[src/rtl/mul_arbiter.sv]
// mul_arbiter: shares one combinational WIDTHxWIDTH multiplier among N_REQ requesters, 2-cycle latency.
// Optional build macro MUL_ARB_FIXED_PRIO_EN selects fixed lowest-index-wins priority instead of round-robin.
module mul_arbiter #(
  parameter int N_REQ = 4,
  parameter int WIDTH = 32
) (
  input  logic                     clk,
  input  logic                     reset,
  input  logic [N_REQ-1:0]         req_valid,
  output logic [N_REQ-1:0]         req_ready,
  input  logic [N_REQ*WIDTH-1:0]   req_ain,
  input  logic [N_REQ*WIDTH-1:0]   req_bin,
  output logic [WIDTH-1:0]         mul_ain,
  output logic [WIDTH-1:0]         mul_bin,
  input  logic [2*WIDTH-1:0]       mul_dout,
  output logic [N_REQ-1:0]         rsp_valid,
  output logic [2*WIDTH-1:0]       rsp_dout,
  output logic                     busy
);
  localparam int PW = $clog2(N_REQ);

  logic [PW-1:0]    ptr;
  logic [PW-1:0]    gidx;
  logic [PW-1:0]    idx;
  logic [N_REQ-1:0] grant;
  logic [N_REQ-1:0] s1_id;
  logic             s1_valid;
  logic             xfer;

  // First valid requester searching upward from ptr with wrap-around.
  always_comb begin
    grant = '0;
    gidx  = '0;
    idx   = '0;
    xfer  = 1'b0;
    for (int k = 0; k < N_REQ; k++) begin
      idx = PW'((int'(ptr) + k) % N_REQ);
      if (!xfer && req_valid[idx]) begin
        xfer        = 1'b1;
        gidx        = idx;
        grant[idx]  = 1'b1;
      end
    end
  end

  assign req_ready = grant;

`ifdef MUL_ARB_FIXED_PRIO_EN
  assign ptr = '0;
`else
  always_ff @(posedge clk or posedge reset) begin
    if (reset)
      ptr <= '0;
    else if (xfer)
      ptr <= (gidx == PW'(N_REQ - 1)) ? '0 : gidx + 1'b1;
  end
`endif

  // Stage 1: operands feed the multiplier directly from these registers.
  always_ff @(posedge clk or posedge reset) begin
    if (reset) begin
      s1_valid <= 1'b0;
      s1_id    <= '0;
      mul_ain  <= '0;
      mul_bin  <= '0;
    end else begin
      s1_valid <= xfer;
      if (xfer) begin
        s1_id   <= grant;
        mul_ain <= req_ain[gidx*WIDTH +: WIDTH];
        mul_bin <= req_bin[gidx*WIDTH +: WIDTH];
      end
    end
  end

  // Stage 2: capture product; rsp_dout holds between responses.
  always_ff @(posedge clk or posedge reset) begin
    if (reset) begin
      rsp_valid <= '0;
      rsp_dout  <= '0;
    end else if (s1_valid) begin
      rsp_valid <= s1_id;
      rsp_dout  <= mul_dout;
    end else begin
      rsp_valid <= '0;
    end
  end

  assign busy = s1_valid | (|rsp_valid);
endmodule

[config.mk]
export PLATFORM = sky130hd
export DESIGN_NAME = mul_arbiter
export DESIGN_NICKNAME = d
export VERILOG_FILES = /design/src/rtl/mul_arbiter.sv
export SDC_FILE = /design/constraint.sdc
export NUM_CORES = 1
export LEC_CHECK = 0
export CORE_ASPECT_RATIO = 0.5
export CORE_MARGIN = 4
export CORE_UTILIZATION = 48
export CTS_CLUSTER_DIAMETER = 40
export DETAILED_ROUTE_END_ITERATION = 10
export GPL_ROUTABILITY_DRIVEN = 0
export HOLD_SLACK_MARGIN = 0.03
export PLACE_DENSITY = 0.89
export SLEW_MARGIN = 20
export SYNTH_ARGS = -nofsm -noshare
export SYNTH_HDL_FRONTEND = slang
export SYNTH_SLANG_ARGS = --single-unit
[constraint.sdc]
create_clock -name clk -period 11.8 [get_ports clk]
set_input_delay 1.77 -clock clk [delete_from_list [all_inputs] [get_ports clk]]
set_output_delay 1.77 -clock clk [all_outputs]
set_load 0.05 [all_outputs]
After elaboration in Yosys (flattened, before gate mapping)
Index checks and enable logic that the tools add are counted.
W data, S select, Z words.
{"block": "totals", "regBits": 139, "elab_cells": 67}
{"block": "op_classes", "add_sub_neg": 4, "n_lt_le_gt_ge": 8, "eq_ne": 1, "shifts": 2, "mux": 30, "bitwise_logic": 4, "n_reduce_logical": 11}
{"cell": "$shiftx A128 B8 Y32", "n": 2}
{"cell": "$mux W4", "n": 5}
{"cell": "$lt A2 B3 Y1 const B", "n": 4}
{"cell": "$mux W1", "n": 12}
{"cell": "$or A4 B4 Y4", "n": 3}
{"cell": "$mux W2", "n": 5}
{"cell": "$bmux W1 S2", "n": 4}
{"cell": "$demux W1 S2", "n": 4}
{"cell": "$ge A2 B1 Y1 const B", "n": 4}
{"cell": "$logic_and A1 B1 Y1", "n": 7}
{"cell": "$add A2 B1 Y2 const B", "n": 2}
{"cell": "$add A2 B2 Y2 const B", "n": 2}
{"cell": "$reduce_or A4 Y1", "n": 1}
{"cell": "$logic_not A1 Y1", "n": 3}
{"cell": "$eq A2 B2 Y1 const B", "n": 1}
{"cell": "$or A1 B1 Y1", "n": 1}

Depth between registers and ports, before layout
{"block": "depth", "ltp_word": 14, "depth_mapped": 14, "mapped_depth_nobuf": 8}

Least setup slack after synthesis
Ideal clock, no wire load.
{"block": "synth_timing", "path_kind": "input-to-output", "start": "input req_valid[3]", "end": "output req_ready[0]", "arrival_ns": 3.930, "setup_slack_ns": 6.100, "path_stages": 5, "path_buffers": 3, "cell_sequence": "mux4_2 buf_2 buf_2 buf_1 o21ai_0"}
{"block": "synth_between", "elab_chain_cells": 12, "elab_cells_between_ends": 24, "classes_between": "mux: 15; bitwise: 3; reduce/logical: 6"}
{"element": "from (decl)", "line": "9", "text": "input logic [N_REQ-1:0] req_valid,"}
{"element": "$bmux W1 S2", "line": "38", "text": "if (!xfer && req_valid[idx]) begin"}
{"element": "$mux W1 (implied by the code)", "line": "38"}
{"element": "$mux W1", "line": "38"}
{"element": "$logic_not A1 Y1", "line": "38"}
{"element": "$logic_and A1 B1 Y1", "line": "38"}
{"element": "$mux W1", "line": "38"}
{"element": "$logic_not A1 Y1", "line": "38"}
{"element": "$logic_and A1 B1 Y1", "line": "38"}
{"element": "$mux W1", "line": "38"}
{"element": "$logic_not A1 Y1", "line": "38"}
{"element": "$logic_and A1 B1 Y1", "line": "38"}
{"element": "$mux W4 *", "line": "38"}
{"element": "to (decl)", "line": "10", "text": "output logic [N_REQ-1:0] req_ready,"}
Mark *: on every way between the ends. The rest lies on a longest branch, timed or not. The select of a mux whose other input is x is not followed.

Worst setup path after layout
{"block": "layout_timing", "start": "input req_valid[3]", "end": "output req_ready[3]"}
The elaborated chain is that of the path after synthesis.

==> metrics.cfg <==
[global_routing]
grt_pass1_wl_um = 69300
gr-usage-all-layers_pct = 33.6
grt_pass1_vias = 12400
overflow = 0
antenna_found_initial = 0
grt_start_max_net_pins = 115

[critical_path]
rr_worst_depth = 9
worstPathRequired_ps = 10030
critPathArrivalTime_ps = 4920
crit_path_end_kind = primary output
crit_path_start = req_valid[3]
crit_type = primary input to primary output
crit_fanout = 48
reg2reg_from = ptr[0]
crit_path_end = req_ready[3]
ff2ff_setup_slack_ps = 6910
worstSetupStartpointType = primary input
r2r-end = mul_ain[17]

[synthesis]
synthMuxAreaShare_pct = 14.4
synth-compound-area-share_pct = 43.0
ys_seq_area_share_pct = 31.4
synth_area_um2 = 11100
synth-seq-cells = 139
yosysUniqueCellTypes = 43
synthArstFlopShare_pct = 100
synthXorXnorAreaFrac_pct = 0.0790
synth-edff-count = 0
synth_fa_ha_area_share_pct = 0.564
synth.most_common_cell = a22oi_1
synth_cells = 1126
avgSynthCellArea_um2 = 9.85
yosysTopAreaCell = dfrtp_1
synth-main-ff-cell = dfrtp_1
synth_nets = 1457
yosys-top-cells-area = dfrtp_1 31%, a22oi_1 11%, mux2_2 8.3%
yosysTopAreaCellShare_pct = 31.4
yosys.area_share.simple_pct = 3.64
ys_top_cells_by_count = 158 x a22oi_1, 139 x dfrtp_1, 127 x a21oi_1
yosysWarnings = 0
synth_top_family_by_area = compound AO/OA/AOI/OAI gates

[floorplan]
core_area_um2 = 22200
fp.dieW_um = 223
num_rows = 38
die_h_um = 115
initial_core_util_pct = 49.9
die_area_um2 = 25700
ios = 463

[pwr]
power_density_nw_per_um2 = 287
p_leak_nw = 5.77
max-vdd-ir-drop_mv = 0.185

[route]
via_count = 12600
route.antenna.remaining_nets = 0
wl_per_cell_um = 25.7
viasPerCell = 7.00
dr.pass1.iters = 7
drt_iter0_markers = 1449
drc = 0
wl_um = 46100

[cells_and_area]
n_antenna_cell = 0
layout-drive-gt1-share_pct = 15.3
area_growth_pct = 45.2
fillers = 1595
num-nets-final = 1813

[cts]
clock_latency_ps = 440
root_buffer = clkbuf_16
cts_hold_buf = 0
cts_tree = yes
cts.sinks = 139
cts_buffers = 17
cts_buffer_depth = 2
cts_resized = 0
postCtsSetupBuffers = 0
cts.htree.levels = 4
path_clk_slew_ps = 60

[timing]
drv_slew = 0
relSlewSlack_pct = 20.7
fmax_ghz = 0.150
rsz0062_at_grt = no
period_needed_ps = 6690
hold_slack_ps = 493
post-route-period-util_pct = 56.7
worst_pin_slew_ps = 1190
fin_skew_ps = 11.1
finalSetupViolCount = 0
hold_viol = 0
fin_setup_tns_ps = 0

[worst_hold_path]
min_from = s1_id[0]
hold_class = flip-flop to flip-flop

[run_status]
status = complete, no violations

[placement]
port_buffers = 462
dp_hpwl_um = 30500

[flow_run]
drv_cap = 0

-- per-stage QoR --
step / cell area (um2) / std cells / utilization (%) / power, mW / setup slack (ps)
floorplan: 11100 / 1126 / - / 3.19 / 6100
global placement: 15500 / 1763 / 69.9 / 3.89 / 5210
detailed placement: 15500 / 1763 / 69.9 / 4.00 / 5150
CTS: 16100 / 1794 / 72.5 / 4.58 / 5150
global route: 16100 / 1794 / 72.5 / 4.86 / 5010
finish: 16100 / 1794 / 72.5 / 4.63 / 5110
-- critical path, cell delays in order --
cell and delay, ps:
clkdlybuf4s50_1 650, mux4_4 1050, o21ai_0 530, clkdlybuf4s50_1 910
-- final cells by class --
cell class,count,area [um2],share of cell area (%)
flip-flops and latches,139,3480,21.6
clock buffers,20,457,2.84
well taps,300,375,2.33
multi-input cells,841,6880,42.8
inverters,5,23.8,0.148
repair buffers,478,4740,29.5
clock inverters,11,135,0.839
-- per-layer routing --
layer	global-route usage, %	vias to the layer above	wire length (um)
met5	0	-	0
met4	17.8	0	2570
met3	8.50	207	4200
met2	58.4	857	22700
met1	39.1	6139	16600
li1	-	5355	-
-- cell usage in the layout, fill, tap and decap left out, types with 3 or more instances in the layout --
cell type	instances
nand2_1	66
inv_1	3
a21oi_1	127
clkinvlp_4	3
mux2i_1	4
nor2b_1	3
and2_1	5
a21o_1	4
mux2_1	50
inv_6	5
nor3_1	3
buf_4	16
a221oi_2	40
clkdlybuf4s50_1	462
mux2_2	82
ha_1	5
a22oi_1	158
o32ai_1	63
dfrtp_1	137
a22oi_2	40
o21ai_0	70
nor2_1	5
a221oi_1	86
clkbuf_16	17
-- flip-flops by register name, indices dropped and copies added (netlist names) --
name / flops
s1_id: 4
ptr: 2
mul_ain: 32
rsp_valid: 4
s1_valid: 1
mul_bin: 32
rsp_dout: 64
-- kinds of logic (layout without fill, tap and decap cells) --
family / Yosys count / after routing
adder cells (fa/ha/maj): 5 / 5
AND/OR/NAND/NOR: 92 / 92
flip-flops: 139 / 139
XOR/XNOR: 1 / 1
buffers and inverters: 146 / 514
AO/OA/AOI/OAI: 604 / 604
multiplexers: 139 / 139
-- worst min-delay path by stage --
stage | to | slack, ps | cells after the start
final | s1_id[0] | 490 | 1
after global routing | rsp_valid[2] | 520 | 1
after CTS | s1_id[1] | 490 | 1
after detailed placement | s1_id[1] | 480 | 1
after global placement | s1_id[2] | 460 | 1
after floorplan | s1_id[0] | 440 | 1
-- power by group --
group          switching (mW)  internal (mW)
clock network           0.236          0.325
registers               0.129          0.638
logic                    2.08           1.22
No activity file was read; power rests on OpenSTA's default activity.
